File: config.mk
export PLATFORM = sky130hd
export DESIGN_NAME = commit_trace_buffer
export DESIGN_NICKNAME = d
export VERILOG_FILES = /design/src/rtl/commit_trace_buffer.sv
export SDC_FILE = /design/constraint.sdc
export NUM_CORES = 1
export LEC_CHECK = 0
export ABC_AREA = 1
export CAP_MARGIN = 30
export CORE_UTILIZATION = 55
export CTS_CLUSTER_SIZE = 8
export DETAILED_ROUTE_END_ITERATION = 8
export PLACE_DENSITY = 0.72
export SLEW_MARGIN = 20
export SYNTH_ARGS = -nofsm -noshare
export SYNTH_HDL_FRONTEND = slang
export SYNTH_SLANG_ARGS = --single-unit
File: constraint.sdc
create_clock -name clk -period 9.8 [get_ports clk]
set_clock_uncertainty 0.05 [all_clocks]
set_input_delay 1.96 -clock clk [delete_from_list [all_inputs] [get_ports clk]]
set_output_delay 1.96 -clock clk [all_outputs]
set_load 0.005 [all_outputs]
File: src/rtl/commit_trace_buffer.sv
// commit_trace_buffer
//   Captures one record per retired instruction from the core's debug
//   write-back ports into a first-word fall-through FIFO. A small trigger FSM
//   decides which commits are recorded. Records drain to the trace host over
//   a valid/ready stream, and records lost to a full FIFO are counted.
// Ports
//   clk, rst_n        core clock, async active-low reset
//   trace_en          capture enable (level)
//   trig_mode         00 free-run, 01 start-on-PC, 10 stop-after-PC, 11 = 00
//   trig_pc           trigger PC compared against wb_pc
//   flush             sync clear of FIFO and drop counter
//   wb_*              debug write-back commit stream
//   out_valid/ready   record stream to the host
//   out_data          {wb_ena, wb_reg, wb_pc, wb_value}, zero when empty
//   fill_count        records held, 0..DEPTH
//   drop_cnt          saturating count of records lost to a full FIFO
//   trace_state       0 IDLE, 1 ARMED, 2 CAPTURE, 3 DONE
module commit_trace_buffer #(
    parameter int DEPTH_LOG2 = 4,
    parameter int OVF_W      = 16
) (
    input  logic                  clk,
    input  logic                  rst_n,
    input  logic                  trace_en,
    input  logic [1:0]            trig_mode,
    input  logic [31:0]           trig_pc,
    input  logic                  flush,
    input  logic                  wb_have_inst,
    input  logic [31:0]           wb_pc,
    input  logic                  wb_ena,
    input  logic [4:0]            wb_reg,
    input  logic [31:0]           wb_value,
    output logic                  out_valid,
    input  logic                  out_ready,
    output logic [69:0]           out_data,
    output logic [DEPTH_LOG2:0]   fill_count,
    output logic [OVF_W-1:0]      drop_cnt,
    output logic [1:0]            trace_state
);
    localparam int DEPTH = 1 << DEPTH_LOG2;
    localparam int REC_W = 70;
    localparam int PW    = DEPTH_LOG2 + 1;

    typedef enum logic [1:0] {
        S_IDLE    = 2'd0,
        S_ARMED   = 2'd1,
        S_CAPTURE = 2'd2,
        S_DONE    = 2'd3
    } state_t;

    state_t state, state_nxt;
    logic   pc_hit, capture, leave_idle;

    assign pc_hit = (wb_pc == trig_pc);

    // ---------------- trigger FSM ----------------
    always_ff @(posedge clk or negedge rst_n) begin
        if (!rst_n) state <= S_IDLE;
        else        state <= state_nxt;
    end

    always_comb begin
        state_nxt = state;
        if (!trace_en) begin
            state_nxt = S_IDLE;
        end else begin
            case (state)
                S_IDLE:    state_nxt = (trig_mode == 2'b01) ? S_ARMED : S_CAPTURE;
                S_ARMED:   if (wb_have_inst && pc_hit) state_nxt = S_CAPTURE;
                S_CAPTURE: if (trig_mode == 2'b10 && wb_have_inst && pc_hit) state_nxt = S_DONE;
                default:   state_nxt = S_DONE;
            endcase
        end
    end

    // The trigger commit itself is recorded in both ARMED and CAPTURE, so
    // capture is decided from the current state, not the next one.
    always_comb begin
        capture     = 1'b0;
        leave_idle  = 1'b0;
        trace_state = state;
        case (state)
            S_IDLE:    leave_idle = trace_en;
            S_ARMED:   capture    = trace_en && wb_have_inst && pc_hit;
            S_CAPTURE: capture    = trace_en && wb_have_inst;
            default:   capture    = 1'b0;
        endcase
    end

    // ---------------- FIFO ----------------
    // Pointers carry one extra MSB so full and empty are distinguishable.
    logic [PW-1:0]    wr_ptr, rd_ptr;
    logic [REC_W-1:0] mem [DEPTH];
    logic             empty, full, pop, push, drop;

    assign empty = (wr_ptr == rd_ptr);
    assign full  = (wr_ptr[DEPTH_LOG2] != rd_ptr[DEPTH_LOG2]) &&
                   (wr_ptr[DEPTH_LOG2-1:0] == rd_ptr[DEPTH_LOG2-1:0]);
    assign pop   = out_valid && out_ready;
    // A pop in the same cycle frees the slot the push lands in.
    assign push  = capture && (!full || pop);
    assign drop  = capture && full && !pop;

    always_ff @(posedge clk or negedge rst_n) begin
        if (!rst_n) begin
            wr_ptr <= '0;
            rd_ptr <= '0;
        end else if (flush) begin
            wr_ptr <= '0;
            rd_ptr <= '0;
        end else begin
            if (push) wr_ptr <= wr_ptr + PW'(1);
            if (pop)  rd_ptr <= rd_ptr + PW'(1);
        end
    end

    // Storage needs no reset: nothing is visible until a push lands.
    always_ff @(posedge clk) begin
        if (push && !flush)
            mem[wr_ptr[DEPTH_LOG2-1:0]] <= {wb_ena, wb_reg, wb_pc, wb_value};
    end

    always_ff @(posedge clk or negedge rst_n) begin
        if (!rst_n)                        drop_cnt <= '0;
        else if (flush || leave_idle)      drop_cnt <= '0;
        else if (drop && drop_cnt != '1)   drop_cnt <= drop_cnt + OVF_W'(1);
    end

    assign out_valid  = !empty;
    assign out_data   = empty ? '0 : mem[rd_ptr[DEPTH_LOG2-1:0]];
    assign fill_count = wr_ptr - rd_ptr;

endmodule

==> results of run 1 <==
## power groups by stage
stage / logic [W] / clock network (W) / registers (W)
2_1_floorplan: 0.00179 / 0 / 0.00554
3_3_place_gp: 0.00306 / 0 / 0.00559
3_5_place_dp: 0.00311 / 0 / 0.00559
4_1_cts: 0.00314 / 0.00496 / 0.00550
5_1_grt: 0.00343 / 0.00517 / 0.00550
6_report: 0.00316 / 0.00492 / 0.00550
## flip-flops by register name, summed over array words and instances (netlist names)
register / cells
wr_ptr: 5
trace_state: 2
drop_cnt: 16
mem: 1120
rd_ptr: 5
## worst max-delay path: cells and delay by family, from the launching register on
kind | cells | cell delay (ps)
fa+ha+maj | 1 | 430
simple gates | 2 | 880
compound gates | 1 | 150
flops | 1 | 750
buf+inv | 4 | 1960
## path summary, 6_finish.rpt
check                               endpoint  cells past startpoint
max in group asynchronous          rd_ptr[1]                      2
worst max-delay path            out_data[49]                      8
worst min register to register     rd_ptr[4]                      1
worst min-delay path               rd_ptr[4]                      1
worst max register to register   mem[15][30]                      8
min in group asynchronous        drop_cnt[5]                      2
## cell type report
class | instances | area [um2] | area share, %
multi-input cells | 2053 | 10300 | 19.3
clock buffers | 178 | 4090 | 7.66
flip-flops and latches | 1148 | 34300 | 64.3
inverters | 90 | 357 | 0.667
well taps | 1070 | 1340 | 2.50
clock inverters | 15 | 340 | 0.637
repair buffers | 265 | 2660 | 4.98
diodes | 2 | 5.00 | 0.00936
## layer usage
metal / vias up / wire, um / global-route usage, %
met5: - / 12 / 0
met1: 14834 / 47300 / 38.5
met2: 1682 / 58100 / 46.2
met4: 2 / 3690 / 10.2
li1: 13457 / - / -
met3: 248 / 10600 / 4.52
## cell usage in the layout, fill, tap and decap left out, types with 13 or more instances in the layout
master	netlist	routed
clkdlybuf4s50_1	0	203
buf_4	2	52
o21ai_0	567	567
o211ai_1	25	25
nor2_1	628	626
clkbuf_1	183	17
nand4_1	13	13
o221ai_1	115	115
clkbuf_16	0	161
ha_1	13	13
o22ai_1	165	165
inv_1	88	84
edfxtp_1	1120	1120
dfrtp_1	28	25
nand2_1	293	293
nor3_2	2	15
a31oi_1	70	70
nand3_1	87	87
## cells by family after synthesis
logic type,share of synthesized area [%]
adders and majority gates,0.398
and+or+nand+nor,9.29
DFF,74.9
xor gates and xnor gates,0.437
buffers and inverters,2.83
AOI/OAI and AO/OA,12.2
## through the flow
stage	cell area (um2)	util [%]	hold WS [ps]	std cells
detailed placement	48900	59.5	471	4623
CTS	53400	64.9	478	4816
finish	53400	65.0	475	4821
global route	53400	65.0	486	4821
global placement	48800	59.4	457	4619
floorplan	45800	-	439	3529
==> results.toml, run 1 <==
[layout]
fillCellCount = 5780
nNetsFinal = 3843
syn_to_final_growth_pct = 16.6
layout-drive-gt1-share_pct = 7.44

[power_and_ir_drop]
switching_share_pct = 30.0
fin_total_pwr_w = 0.0136
switchingPower_w = 0.00407
power_density_nw_per_um2 = 254
vdd_drop_max_mv = 0.196
seqPwrFrac_pct = 40.5
intPower_w = 0.00951
p_leak_nw = 17.5
power_frac_comb_pct = 23.3
clkPwrFrac_pct = 36.2

[worst_setup_path]
crit_start = "rd_ptr[1]"
reg2reg_slack_ps = 5010
path_max_fanout = 125
cp.arrival_ps = 5040
r2r-start = "rd_ptr[1]"
slowest_delay_ps = 750
start_kind = "register"
crit_chain = "inv_8 -> ha_1 -> nand4_1 -> nor2_4 -> buf_4 -> buf_4 -> a31oi_1 -> clkdlybuf4s50_1"
crit_top_cell = "buf_4"
worst_setup_path_end_kind = "primary output"
cp_slowest_cell = "dfrtp_4"
crit_type = "reg -> out"
cp.required_ps = 7790

[clock_tree]
cts_hold_buf = 0
cts_sinks = 1148
ctsResizeCount = 0
h-tree-depth = 4
post-cts-setup-buffer-count = 0
cts_tree = "yes"
clk_pin_slew_ps = 50
cts_root_buf = "clkbuf_16"
cts_made_buffers = 161
clock_latency_ps = 750
clockBufferDepth = 3

[status]
status = "finished clean"

[logic_synthesis]
ys_types = 41
synth_fp_nets = 3653
synth_most_common_cell = "edfxtp_1"
ys_warn_count = 0
synthTopCellsByCount = "1,120 x edfxtp_1, 628 x nor2_1, 567 x o21ai_0"
yosys.area.top_type_share_pct = 73.4
async_flop_share_pct = 2.44
syn_area_um2 = 45800
postSynthAreaPerCell_um2 = 13.0
synth_top_cells_by_area = "edfxtp_1 73%, o21ai_0 6.2%, nor2_1 5.1%, nand2_1 2.4%, o22ai_1 2.3%"
synth_edf_count = 1120
syn_inst = 3529
synth_flop_cell = "edfxtp_1"
synth-seq-cells = 1148
seq_area_frac_synth_pct = 74.9
yosys.area.top_type = "edfxtp_1"

[sta]
max_freq_mhz = 142
final_hold_viol_count = 0
rsz0062_at_grt = "no"
final.setup.tns_ps = 0
relSlewSlack_pct = 18.4
slew_viol_final = 0
min_period_ps = 7050
worst_pin_slew_ps = 1220
setup_viol = 0
worst_slack_ps = 2750
finalCritPeriodShare_pct = 72.0

[drt]
vias = 30223
ant_nets = 0
wirelength_mm = 120
drc = 0
dr.pass1.iters = 6
post_drt_wl_per_cell_um = 24.8
vias_per_cell = 6.27
drt_iter0_markers = 3667

[grt]
track_usage_pct = 28.2
grt_antenna_before_repair = 3
grt_pass1_vias = 29757
grt-ovfl-total = 0
grt_max_degree = 251
grt_pass1_wl_mm = 180

[place]
dp_hpwl_mm = 62.4
gp_congestion = 0.881
dpl_worst_slack_ps = 3300
portBuffers = 203

[floorplanning]
fp.coreArea_um2 = 82200
initial_utilization_pct = 55.7
io_pins = 204
rows = 105
fp.dieW_um = 291
die_h_um = 291
die_area_um2 = 84500

[min_path]
worstHoldStart = "rd_ptr[4]"
hold_path_class = "reg -> reg"

[run]
maxCapViolCount = 0
(Power assumes the default switching activity.)
==> run 2, diff against run 1 <==
Clock period 9.8 ns to 6.9 ns, I/O delays scaled along.
==> run 2 against run 1 <==
First-iteration DRC count fell by 2.3%. Non-clock buffer count unchanged. Wire length fell by 2.4%. Largest cell class unchanged. Design area increased by 0.31%. Via count decreased by 0.27%. Sequential share of layout area fell by 0.20 points. Worst hold slack got worse by 1.5 ps. Final cell count increased by 0.29%. Clock-buffer cell count increased by 15. Register-to-register slack lost 2200 ps.
==> results.toml, run 2 (same netlist as run 1, synthesis figures left out) <==
[power_and_ir_drop]
p_leak_nw = 17.5
vdd_drop_max_mv = 0.266
fin_total_pwr_w = 0.0193
power_density_nw_per_um2 = 360

[status]
status = "finished clean"

[drt]
vias = 30140
wirelength_mm = 117
ant_nets = 0
drt_iter0_markers = 3584
dr.pass1.iters = 6
drc = 0
post_drt_wl_per_cell_um = 24.2
vias_per_cell = 6.23

[worst_setup_path]
cp.required_ps = 5470
start_kind = "register"
crit_chain = "inv_8 -> ha_1 -> nand4_1 -> nor2_4 -> buf_4 -> a31oi_1 -> clkdlybuf4s50_1"
worstSetupPathDepth = 7
r2r_cells = 8
cp.buffers_inverters = 3
r2r-start = "rd_ptr[1]"
crit_type = "reg -> out"
crit_family = "buffers and inverters"
cp_slowest_cell = "dfrtp_4"
path_max_fanout = 102
crit_start = "rd_ptr[1]"
cp.arrival_ps = 4670
slowest_delay_ps = 820
worst_setup_path_end_kind = "primary output"

[sta]
finalCritPeriodShare_pct = 88.4
worst_pin_slew_ps = 1070
rsz0062_at_grt = "no"
min_period_ps = 6100
final_hold_viol_count = 0
relSlewSlack_pct = 28.6
setup_viol = 0
slew_viol_final = 0
max_freq_mhz = 164

[place]
portBuffers = 203
place_area_um2 = 49200
gp_congestion = 0.913
dp_hpwl_mm = 59.6

[layout]
layout-drive-gt1-share_pct = 7.44
syn_to_final_growth_pct = 16.9
nNetsFinal = 3843
final_common_cell = "edfxtp_1"
final_util_pct = 65.2
largest_register_ffs = 1120
final_area_um2 = 53600
layout_common_cells = "1,120 x edfxtp_1, 626 x nor2_1, 567 x o21ai_0"
fillCellCount = 5805

[clock_tree]
cts_sinks = 1148
cts_root_buf = "clkbuf_16"
cts_tree = "yes"
cts_made_buffers = 161
clockBufferDepth = 3
ctsResizeCount = 0
h-tree-depth = 4
clock_latency_ps = 740
clk_pin_slew_ps = 50
cts_hold_buf = 0
post-cts-setup-buffer-count = 0

[run]
maxCapViolCount = 0

[floorplanning]
die_area_um2 = 84500
die_h_um = 291
fp.dieW_um = 291
io_pins = 204
rows = 105
fp.coreArea_um2 = 82200
initial_utilization_pct = 55.7

[grt]
track_usage_pct = 27.5
grt_max_degree = 198
grt_pass1_wl_mm = 176
grt-ovfl-total = 0
grt_antenna_before_repair = 1
grt_pass1_vias = 29441

[min_path]
worstHoldStart = "rd_ptr[4]"
holdPathStages = 1
hold_path_class = "reg -> reg"
run 2: cell types whose count changed in the layout (fill, tap and decap cells not counted), sizes merged:
| cell | previous run | this run |
|---|---|---|
| clkbuf | 178 | 193 |
| clkinv | 11 | 10 |
| diode | 2 | 1 |
| inv | 94 | 95 |
run 2: power by group:
part / leakage, nW / switching [W] / internal (W) / total [W]
combinational: 4.93 / 0.00288 / 0.00163 / 0.00451
sequential: 10.4 / 0.0000835 / 0.00772 / 0.00780
clock: 2.14 / 0.00278 / 0.00421 / 0.00699
total: 17.5 / 0.00574 / 0.0136 / 0.0193
run 2: through the flow:
stage | std cells | setup TNS (ps) | hold WS, ps | setup slack (ps)
finish | 4835 | 0 | 474 | 803
global route | 4834 | 0 | 500 | 671
CTS | 4834 | 0 | 472 | 876
detailed placement | 4626 | 0 | 466 | 1690
global placement | 4621 | 0 | 454 | 1360
floorplan | 3529 | -773580 | 439 | -846
run 2: worst paths after layout:
kind	to	slack, ps
worst max-delay path	out_data[46]	800
worst min-delay path	rd_ptr[4]	470
worst max register to register	mem[10][23]	2810
worst min register to register	rd_ptr[4]	470
max in group asynchronous	rd_ptr[2]	5470
min in group asynchronous	drop_cnt[11]	990
run 2: metal layers:
metal,vias to the layer above,GRT usage (%),part of all wire [%]
li1,13473,-,-
met1,14895,37.8,40
met2,1577,44.1,48
met3,193,5.74,9.5
met4,2,8.85,2.2
met5,-,0,0.011
run 2: area by class of cell:
cell class                      instances  area, um2  area share [%]
Tap cell                             1070       1340            2.50
Timing Repair Buffer                  265       2850            5.31
Clock buffer                          193       4170            7.78
Clock inverter                         15        244           0.455
Inverter                               90        357           0.665
Antenna cell                            1       2.50         0.00467
Sequential cell                      1148      34300            64.1
Multi-Input combinational cell       2053      10300            19.2
